$ cat config.mk
export PLATFORM = sky130hd
export DESIGN_NAME = kernel_stream_src
export DESIGN_NICKNAME = d
export VERILOG_FILES = /design/src/rtl/tytra_stream_pkg.sv /design/src/rtl/stream_fifo_2w.sv /design/src/rtl/kernel_stream_src.sv
export SDC_FILE = /design/constraint.sdc
export NUM_CORES = 1
export LEC_CHECK = 0
export BUFFER_PORTS_ARGS = -buffer_cell sky130_fd_sc_hd__buf_2
export CORE_ASPECT_RATIO = 0.5
export CORE_MARGIN = 2
export CORE_UTILIZATION = 38
export CTS_CLUSTER_DIAMETER = 40
export DETAILED_ROUTE_END_ITERATION = 12
export PLACE_DENSITY_LB_ADDON = 0.15
export SLEW_MARGIN = 20
export SYNTH_ARGS = -nofsm -noshare
export SYNTH_HDL_FRONTEND = slang
export SYNTH_SLANG_ARGS = --single-unit
$ cat constraint.sdc
create_clock -name clk -period 9.9 [get_ports clk]
set_input_delay 0 -clock clk [delete_from_list [all_inputs] [get_ports clk]]
set_output_delay 0 -clock clk [all_outputs]
set_load 0.005 [all_outputs]
$ cat src/rtl/tytra_stream_pkg.sv
// Shared definitions for the stream source slice.
//   state_e : FSM encoding for kernel_stream_src (IDLE, RUN, DRAIN, DONE)
//   xfer()  : valid/ready handshake test; a beat moves on the edge where this is 1
package tytra_stream_pkg;

    typedef enum logic [1:0] {
        ST_IDLE,
        ST_RUN,
        ST_DRAIN,
        ST_DONE
    } state_e;

    function automatic logic xfer(input logic valid, input logic ready);
        return valid & ready;
    endfunction

endpackage

$ cat src/rtl/stream_fifo_2w.sv
// Synchronous FIFO holding word pairs for the stream source output side.
// The head entry is read straight out of the storage registers, so dout_o is
// registered and stays stable while the head is not popped.
// Ports:
//   clk      clock, all logic on posedge
//   rst      synchronous active-low reset; empties the FIFO and clears storage
//   push_i   write din_i (accepted when not full, or when full with a pop)
//   din_i    W-bit entry to write
//   pop_i    remove head entry (ignored when empty)
//   dout_o   head entry
//   valid_o  FIFO non-empty
//   count_o  number of stored entries, 0..DEPTH
module stream_fifo_2w #(
    parameter int W     = 64,
    parameter int DEPTH = 4
) (
    input  logic                       clk,
    input  logic                       rst,
    input  logic                       push_i,
    input  logic [W-1:0]               din_i,
    input  logic                       pop_i,
    output logic [W-1:0]               dout_o,
    output logic                       valid_o,
    output logic [$clog2(DEPTH):0]     count_o
);

    localparam int PW = $clog2(DEPTH);

    logic [W-1:0]  mem_q [DEPTH];
    logic [PW-1:0] wr_q;
    logic [PW-1:0] rd_q;
    logic [PW:0]   cnt_q;
    logic          do_push;
    logic          do_pop;

    assign do_pop  = pop_i && (cnt_q != '0);
    // A push into a full FIFO is legal only when the head leaves on the same edge.
    assign do_push = push_i && ((cnt_q != (PW+1)'(DEPTH)) || do_pop);

    always_ff @(posedge clk) begin
        if (!rst) begin
            for (int unsigned i = 0; i < DEPTH; i++) begin
                mem_q[i] <= '0;
            end
            wr_q  <= '0;
            rd_q  <= '0;
            cnt_q <= '0;
        end else begin
            if (do_push) begin
                mem_q[wr_q] <= din_i;
                wr_q        <= wr_q + 1'b1;
            end
            if (do_pop) begin
                rd_q <= rd_q + 1'b1;
            end
            cnt_q <= cnt_q + (PW+1)'(do_push) - (PW+1)'(do_pop);
        end
    end

    assign dout_o  = mem_q[rd_q];
    assign valid_o = (cnt_q != '0);
    assign count_o = cnt_q;

endmodule

$ cat src/rtl/kernel_stream_src.sv
// Stream producer feeding a map kernel's paired input (ivalid/iready/in1/in2).
// On start it reads nwords word pairs from two 1-cycle-latency banks, from
// address base upward, and emits them in order through a credit-managed FIFO.
// Ports:
//   clk, rst              clock; synchronous active-low reset
//   start, base, nwords   job launch (sampled only in IDLE)
//   busy, done            busy in RUN/DRAIN; done pulses for one cycle at the end
//   mem_rden, mem_raddr   read strobe/address shared by both banks
//   mem_rdata1/2          bank data, valid the cycle after mem_rden
//   ovalid, oready        output handshake
//   out1_s0, out2_s0      output pair
module kernel_stream_src
    import tytra_stream_pkg::*;
#(
    parameter int STREAMW = 32,
    parameter int AW      = 10,
    parameter int CNTW    = 16,
    parameter int DEPTH   = 4
) (
    input  logic               clk,
    input  logic               rst,
    input  logic               start,
    input  logic [AW-1:0]      base,
    input  logic [CNTW-1:0]    nwords,
    output logic               busy,
    output logic               done,
    output logic               mem_rden,
    output logic [AW-1:0]      mem_raddr,
    input  logic [STREAMW-1:0] mem_rdata1,
    input  logic [STREAMW-1:0] mem_rdata2,
    output logic               ovalid,
    input  logic               oready,
    output logic [STREAMW-1:0] out1_s0,
    output logic [STREAMW-1:0] out2_s0
);

    localparam int PW = $clog2(DEPTH);
    localparam int CW = PW + 2;

    state_e              state_q, state_d;
    logic [AW-1:0]       base_q, base_d;
    logic [CNTW-1:0]     nwords_q, nwords_d;
    logic [CNTW-1:0]     issued_q, issued_d;
    logic [CNTW-1:0]     emitted_q, emitted_d;
    logic                inflight_q;

    logic                rden;
    logic                pop;
    logic                credit_ok;
    logic [CW-1:0]       occupancy;
    logic [PW:0]         fifo_count;
    logic [2*STREAMW-1:0] fifo_head;

    assign pop = xfer(ovalid, oready);

    // Every outstanding read already owns a FIFO slot, so a returning word
    // can never meet a full FIFO.
    assign occupancy = CW'(fifo_count) + CW'(inflight_q);
    assign credit_ok = occupancy < CW'(DEPTH);

    always_comb begin
        state_d   = state_q;
        base_d    = base_q;
        nwords_d  = nwords_q;
        issued_d  = issued_q;
        emitted_d = emitted_q;
        rden      = 1'b0;

        if (pop) begin
            emitted_d = emitted_q + 1'b1;
        end

        unique case (state_q)
            ST_IDLE: begin
                if (start) begin
                    if (nwords != '0) begin
                        state_d   = ST_RUN;
                        base_d    = base;
                        nwords_d  = nwords;
                        issued_d  = '0;
                        emitted_d = '0;
                    end else begin
                        state_d = ST_DONE;
                    end
                end
            end
            ST_RUN: begin
                if (issued_q == nwords_q) begin
                    state_d = ST_DRAIN;
                end else if (credit_ok) begin
                    rden     = 1'b1;
                    issued_d = issued_q + 1'b1;
                end
            end
            ST_DRAIN: begin
                // Exit on the edge of the final transfer so done follows it
                // directly; emitted==nwords already implies empty and idle reads.
                if (emitted_d == nwords_q) begin
                    state_d = ST_DONE;
                end
            end
            ST_DONE: begin
                state_d = ST_IDLE;
            end
            default: begin
                state_d = ST_IDLE;
            end
        endcase
    end

    always_ff @(posedge clk) begin
        if (!rst) begin
            state_q    <= ST_IDLE;
            base_q     <= '0;
            nwords_q   <= '0;
            issued_q   <= '0;
            emitted_q  <= '0;
            inflight_q <= 1'b0;
        end else begin
            state_q    <= state_d;
            base_q     <= base_d;
            nwords_q   <= nwords_d;
            issued_q   <= issued_d;
            emitted_q  <= emitted_d;
            inflight_q <= rden;
        end
    end

    stream_fifo_2w #(
        .W     (2*STREAMW),
        .DEPTH (DEPTH)
    ) u_fifo (
        .clk     (clk),
        .rst     (rst),
        .push_i  (inflight_q),
        .din_i   ({mem_rdata1, mem_rdata2}),
        .pop_i   (pop),
        .dout_o  (fifo_head),
        .valid_o (ovalid),
        .count_o (fifo_count)
    );

    assign mem_rden  = rden;
    assign mem_raddr = base_q + AW'(issued_q);
    assign busy      = (state_q == ST_RUN) || (state_q == ST_DRAIN);
    assign done      = (state_q == ST_DONE);
    assign out1_s0   = fifo_head[2*STREAMW-1:STREAMW];
    assign out2_s0   = fifo_head[STREAMW-1:0];

endmodule

==> results of run 1 <==
## report_power, final
group	leakage, nW	internal, mW	total, mW	switching (mW)
registers	3.22	1.59	1.70	0.110
logic	3.45	0.397	0.816	0.419
clock network	0.615	0.831	1.41	0.575
## through the flow
step / setup slack [ps] / total power, mW / hold WS (ps) / std cells / utilization
global placement: 7170 / 2.53 / 242 / 1780 / 0.425
finish: 7000 / 3.92 / 68.6 / 1940 / 0.483
floorplan: 3960 / 2.22 / 136 / 1160 / -
detailed placement: 7150 / 2.54 / 250 / 1780 / 0.425
CTS: 6880 / 3.99 / 43.6 / 1940 / 0.483
global route: 6720 / 4.12 / 70.7 / 1940 / 0.483
## cell usage after synthesis (all sizes together), types with 3 or more instances
library cell / instances
inv: 83
buf: 12
nor2: 178
nand3: 13
xnor2: 29
a21o: 3
nor3: 6
nand2: 137
ha: 19
mux4: 64
clkbuf: 48
nor2b: 8
edfxtp: 256
or3: 4
nand4: 13
dfxtp: 70
nand2b: 4
a21oi: 40
and2: 66
and3: 11
xor2: 41
o21ai: 15
nor4: 13
## worst max-delay path: stages, from the launching register on
cell,delay [ps]
dfxtp_1,460
ha_1,290
a21o_1,180
a21oi_1,210
o21ai_0,110
a21oi_1,250
o21ai_0,210
a21o_1,210
a21oi_1,190
xnor2_1,140
buf_2,130
## logic make-up after synthesis
group | count (synthesis) | synth area share
AOI/OAI and AO/OA | 73 | 0.0302
xor gates and xnor gates | 70 | 0.0427
adders and majority gates | 21 | 0.0191
buffers and inverters | 143 | 0.0374
DFF | 326 | 0.625
muxes | 66 | 0.101
and+or+nand+nor | 461 | 0.145
## cell type report
type | instances | share of cell area
clock buffer | 45 | 0.0569
clock inverter | 23 | 0.0122
sequential | 326 | 0.502
inverter | 83 | 0.0172
multi-input combinational | 691 | 0.274
timing repair buffer | 278 | 0.104
tap | 494 | 0.0341
## flip-flops by register name, summed over array words and instances (netlist names), 3 cells and up, named ones only
name	cells
nwords_q	16
issued_q	16
u_fifo.mem_q	256
u_fifo.count_o	3
emitted_q	16
base_q	10
## worst min path at each step
stage / startpoint / to / cells past startpoint
after floorplan: base[0] / base_q[0]$_SDFFE_PN0P_ / 2
after global placement: base[9] / base_q[9]$_SDFFE_PN0P_ / 3
after detailed placement: base[6] / base_q[6]$_SDFFE_PN0P_ / 3
after CTS: start / base_q[8]$_SDFFE_PN0P_ / 5
after global routing: start / nwords_q[11]$_SDFFE_PN0P_ / 5
final: start / nwords_q[3]$_SDFFE_PN0P_ / 5
## metal layers
metal / track usage / vias up / routed length (microns)
met3: 0.0307 / 47 / 1430
li1: - / 4583 / -
met1: 0.230 / 4786 / 15100
met4: 0.0462 / 0 / 606
met5: 0 / - / 0
met2: 0.313 / 183 / 17600
==> results.py, run 1 <==
metrics = {
    "synthesis": {
        "synth.area.top_cells": "edfxtp_1 53%, mux4_2 9.9%, dfxtp_1 9.6%",
        "ys_ff_latch": 326,
        "synth_warnings": 0,
        "avgSynthCellArea_sq_um": 12.5,
        "yosys.area.top_type": "edfxtp_1",
        "synth_edf_count": 256,
        "synth_nets": 1275,
        "synth_area_sq_mm": 0.0145,
        "synth-async-reset-ratio": 0,
        "yosys_most_used_dff": "edfxtp_1",
        "synth_cell_type_count": 53,
        "synthCells": 1160,
        "seq_area_frac_synth": 0.625,
        "synth_top_area_share": 0.529,
    },
    "cells_and_area": {
        "fin_area_sq_mm": 0.0181,
        "fill_cells": 3419,
        "regArea_sq_mm": 0.00910,
        "diodes": 0,
        "layout_common_cells": "256 x edfxtp_1, 176 x nor2_1, 171 x buf_2",
        "area_growth_pct": 24.7,
        "drive_gt1_frac": 0.228,
        "layout_commonest_cell": "edfxtp_1",
        "multi_input_area_sq_mm": 0.00497,
        "nNetsFinal": 1532,
    },
    "clock_tree": {
        "clk_latency_ps": 530,
        "numClockSinks": 326,
        "hold_buffers": 92,
        "htree_num_levels": 2,
        "clockRootBuffer": "clkbuf_16",
        "ctsResizeCount": 0,
        "clockBufferDepth": 3,
        "clk_pin_slew_ps": 60,
        "cts_buffers": 37,
        "cts_tree": "done",
        "postCtsSetupRepairBufs": 0,
    },
    "floorplanning": {
        "floorplan.rows": 50,
        "dieArea_sq_mm": 0.0399,
        "die_h_microns": 142,
        "die_x_microns": 281,
        "io_pins": 172,
        "core_sq_mm": 0.0375,
        "initial_utilization": 0.387,
    },
    "pwr": {
        "ir_worst_vdd_mv": 0.133,
        "power_density_mw_per_mm2": 216,
        "p_leak_nw": 7.28,
    },
    "job": {
        "drv_cap": 0,
    },
    "routing": {
        "drc": 0,
        "drt-initial-drc-count": 658,
        "via_per_inst": 4.95,
        "wire_per_inst_microns": 17.9,
        "routed_wl_mm": 34.8,
        "first_pass_iters": 5,
        "ant_nets": 0,
        "vias": 9599,
    },
    "critical_path": {
        "endpoint": "mem_raddr[9]",
        "reg2reg_from": "u_fifo.count_o[1]$_SDFF_PN0_",
        "arrival_ps": 2900,
        "critPathKind": "flip-flop to output port",
        "ff2ff_setup_slack_ps": 7160,
        "crit_path_max_fanout": 7,
        "r2r_end": "state_q[1]$_SDFFE_PN0P_",
        "worstSetupStartpointType": "flip-flop",
        "worst_ep_required_time_ps": 9900,
        "crit_path_end_kind": "output port",
        "crit_start": "issued_q[1]$_SDFFE_PN0P_",
        "rr_worst_depth": 8,
    },
    "sta": {
        "fmax_mhz": 345,
        "relSlewSlack": 0.263,
        "tightest_slew_ps": 1110,
        "fin_skew_ps": 19.6,
        "fin_crit_sh": 0.293,
        "tns_ps": 0,
        "rsz0062_at_grt": "no",
        "hold_viol_final": 0,
        "finalSetupViolCount": 0,
        "period_needed_ps": 2900,
        "report.final.slew_viol_count": 0,
    },
    "global_routing": {
        "grt_pass1_vias": 10100,
        "antenna_found_initial": 0,
        "grtUsageTotal": 0.178,
        "grt_pass1_wl_mm": 54.5,
        "grt-ovfl-total": 0,
        "grt_max_degree": 65,
    },
    "placement": {
        "placed_area_sq_mm": 0.0160,
        "dp_hpwl_mm": 20.0,
        "io_buffers": 171,
        "gp_congestion": 0.815,
    },
    "worst_hold_path": {
        "hp-class": "primary input to flip-flop",
    },
    "outcome": {
        "status": "completed",
    },
}
(Power assumes the default switching activity.)
==> run 2: changes to the inputs <==
==> constraint.sdc (replaced) <==
create_clock -name clk -period 2.7 [get_ports clk]
set_input_delay 0 -clock clk [delete_from_list [all_inputs] [get_ports clk]]
set_output_delay 0 -clock clk [all_outputs]
set_load 0.005 [all_outputs]
==> results.py, run 2 (same netlist as run 1, synthesis figures left out) <==
metrics = {
    "outcome": {
        "status": "completed",
    },
    "cells_and_area": {
        "nNetsFinal": 1555,
        "fin_cells": 1961,
        "largest_register": "u_fifo.mem_q",
        "drive_gt1_frac": 0.245,
        "layout_common_cells": "256 x edfxtp_1, 176 x nor2_1, 171 x buf_2",
        "largest_reg_flops": 256,
        "layout_commonest_cell": "edfxtp_1",
        "area_growth_pct": 26.7,
        "fin_area_sq_mm": 0.0184,
        "diodes": 0,
        "post-route-util": 0.491,
    },
    "pwr": {
        "power_density_mw_per_mm2": 779,
        "ir_worst_vdd_mv": 0.426,
        "clkPwrFrac": 0.346,
        "sw_frac_of_total": 0.282,
        "p_total_mw": 14.4,
        "p_seq_frac": 0.427,
        "p_leak_nw": 7.42,
        "p_int_mw": 10.3,
        "switching_power_mw": 4.05,
        "pwr-share-comb": 0.227,
    },
    "routing": {
        "first_pass_iters": 5,
        "wire_per_inst_microns": 18.0,
        "drc": 0,
        "via_per_inst": 4.91,
        "ant_nets": 0,
        "drt-initial-drc-count": 639,
        "vias": 9626,
        "routed_wl_mm": 35.4,
    },
    "global_routing": {
        "grt-ovfl-total": 0,
        "grtUsageTotal": 0.179,
        "antenna_found_initial": 0,
        "grt_pass1_wl_mm": 54.6,
        "grt_pass1_vias": 10000,
        "grt_max_degree": 65,
    },
    "critical_path": {
        "crit_path_max_fanout": 7,
        "r2r_end": "state_q[1]$_SDFFE_PN0P_",
        "rr_worst_depth": 8,
        "critPathKind": "flip-flop to output port",
        "ff2ff_setup_slack_ps": 190,
        "crit_path_end_kind": "output port",
        "worstSetupStartpointType": "flip-flop",
        "arrival_ps": 2560,
        "reg2reg_from": "emitted_q[0]$_SDFF_PN0_",
        "worst_ep_required_time_ps": 2700,
        "crit_start": "issued_q[1]$_SDFFE_PN0P_",
    },
    "worst_hold_path": {
        "min_from": "start",
        "whs_endpoint": "nwords_q[8]$_SDFFE_PN0P_",
        "hp-class": "primary input to flip-flop",
        "holdPathStages": 4,
    },
    "clock_tree": {
        "cts_buffers": 36,
        "clockBufferDepth": 3,
        "htree_num_levels": 2,
        "clockRootBuffer": "clkbuf_16",
        "clk_pin_slew_ps": 60,
        "cts_tree": "done",
        "numClockSinks": 326,
        "clk_latency_ps": 550,
    },
    "floorplanning": {
        "die_h_microns": 142,
        "die_x_microns": 281,
        "core_sq_mm": 0.0375,
        "io_pins": 172,
        "floorplan.rows": 50,
        "initial_utilization": 0.387,
        "dieArea_sq_mm": 0.0399,
    },
    "sta": {
        "report.final.slew_viol_count": 0,
        "period_needed_ps": 2560,
        "relSlewSlack": 0.350,
        "hold_viol_final": 0,
        "fin_crit_sh": 0.947,
        "finalSetupViolCount": 0,
        "tightest_slew_ps": 975,
        "fmax_mhz": 391,
        "fin_skew_ps": 19.4,
        "finalWorstSetupSlack_ps": 144,
    },
    "job": {
        "drv_cap": 0,
    },
    "placement": {
        "placed_area_sq_mm": 0.0162,
        "io_buffers": 171,
        "post-place-cells": 1798,
        "dp_hpwl_mm": 21.1,
        "dp_slack_ps": 158,
        "gp_congestion": 0.764,
    },
}
[run 2: layout make-up]
class / instances / area, sq um
fillers: 3401 / 19100
flip-flops and latches: 326 / 9110
multi-input cells: 692 / 5000
repair buffers: 301 / 2190
clock buffers: 44 / 941
well taps: 494 / 618
inverters: 83 / 312
clock inverters: 21 / 255
[run 2: worst max-delay path by stage]
stage and to:
6_report mem_raddr[9], 5_1_grt mem_raddr[8], 4_1_cts mem_raddr[8], 3_5_place_dp state_q[1]$_SDFFE_PN0P_, 3_3_place_gp state_q[1]$_SDFFE_PN0P_, 2_1_floorplan u_fifo.mem_q[1][0]$_SDFFCE_PN0P_
[run 2: through the flow]
| stage | TNS, ps | hold slack (ps) |
|---|---|---|
| after global placement | 0 | 241 |
| after floorplan | -39190 | 136 |
| after CTS | 0 | 79.6 |
| final | 0 | 113 |
| after global routing | -7.66 | 160 |
| after detailed placement | 0 | 249 |
[run 2: repair_timing]
action | CTS | global route
hold buffers | 92 | 0
resized for setup | 8 | 11
setup endpoints to repair | 3 | 28
gates cloned | 0 | 1
setup buffers | 1 | 4
hold endpoints to repair | 287 | 0
pin swaps | 2 | 6
[run 2: power by group through the flow]
stage	clock network, mW	registers (mW)	logic (mW)
final	4.97	6.13	3.26
after floorplan	0	6.09	2.03
after detailed placement	0	6.25	3.19
after global placement	0	6.22	3.17
after global routing	5.33	6.18	3.57
after CTS	5.11	6.14	3.31
[run 2: worst max-delay path: stages (launching register included)]
cell and delay [ps]:
dfxtp_4 370, ha_1 270, a21o_1 190, a21oi_2 140
o21ai_1 80, a21oi_1 250, o21ai_2 100, a21o_1 190
a21oi_2 170, xnor2_2 140, buf_2 140
[run 2: layer usage]
metal / up-vias / global-route usage / wire length (microns)
met4: 0 / 0.0402 / 501
met3: 39 / 0.0337 / 1500
met1: 4781 / 0.231 / 15500
met2: 186 / 0.314 / 17900
met5: - / 0 / 0
li1: 4620 / - / -
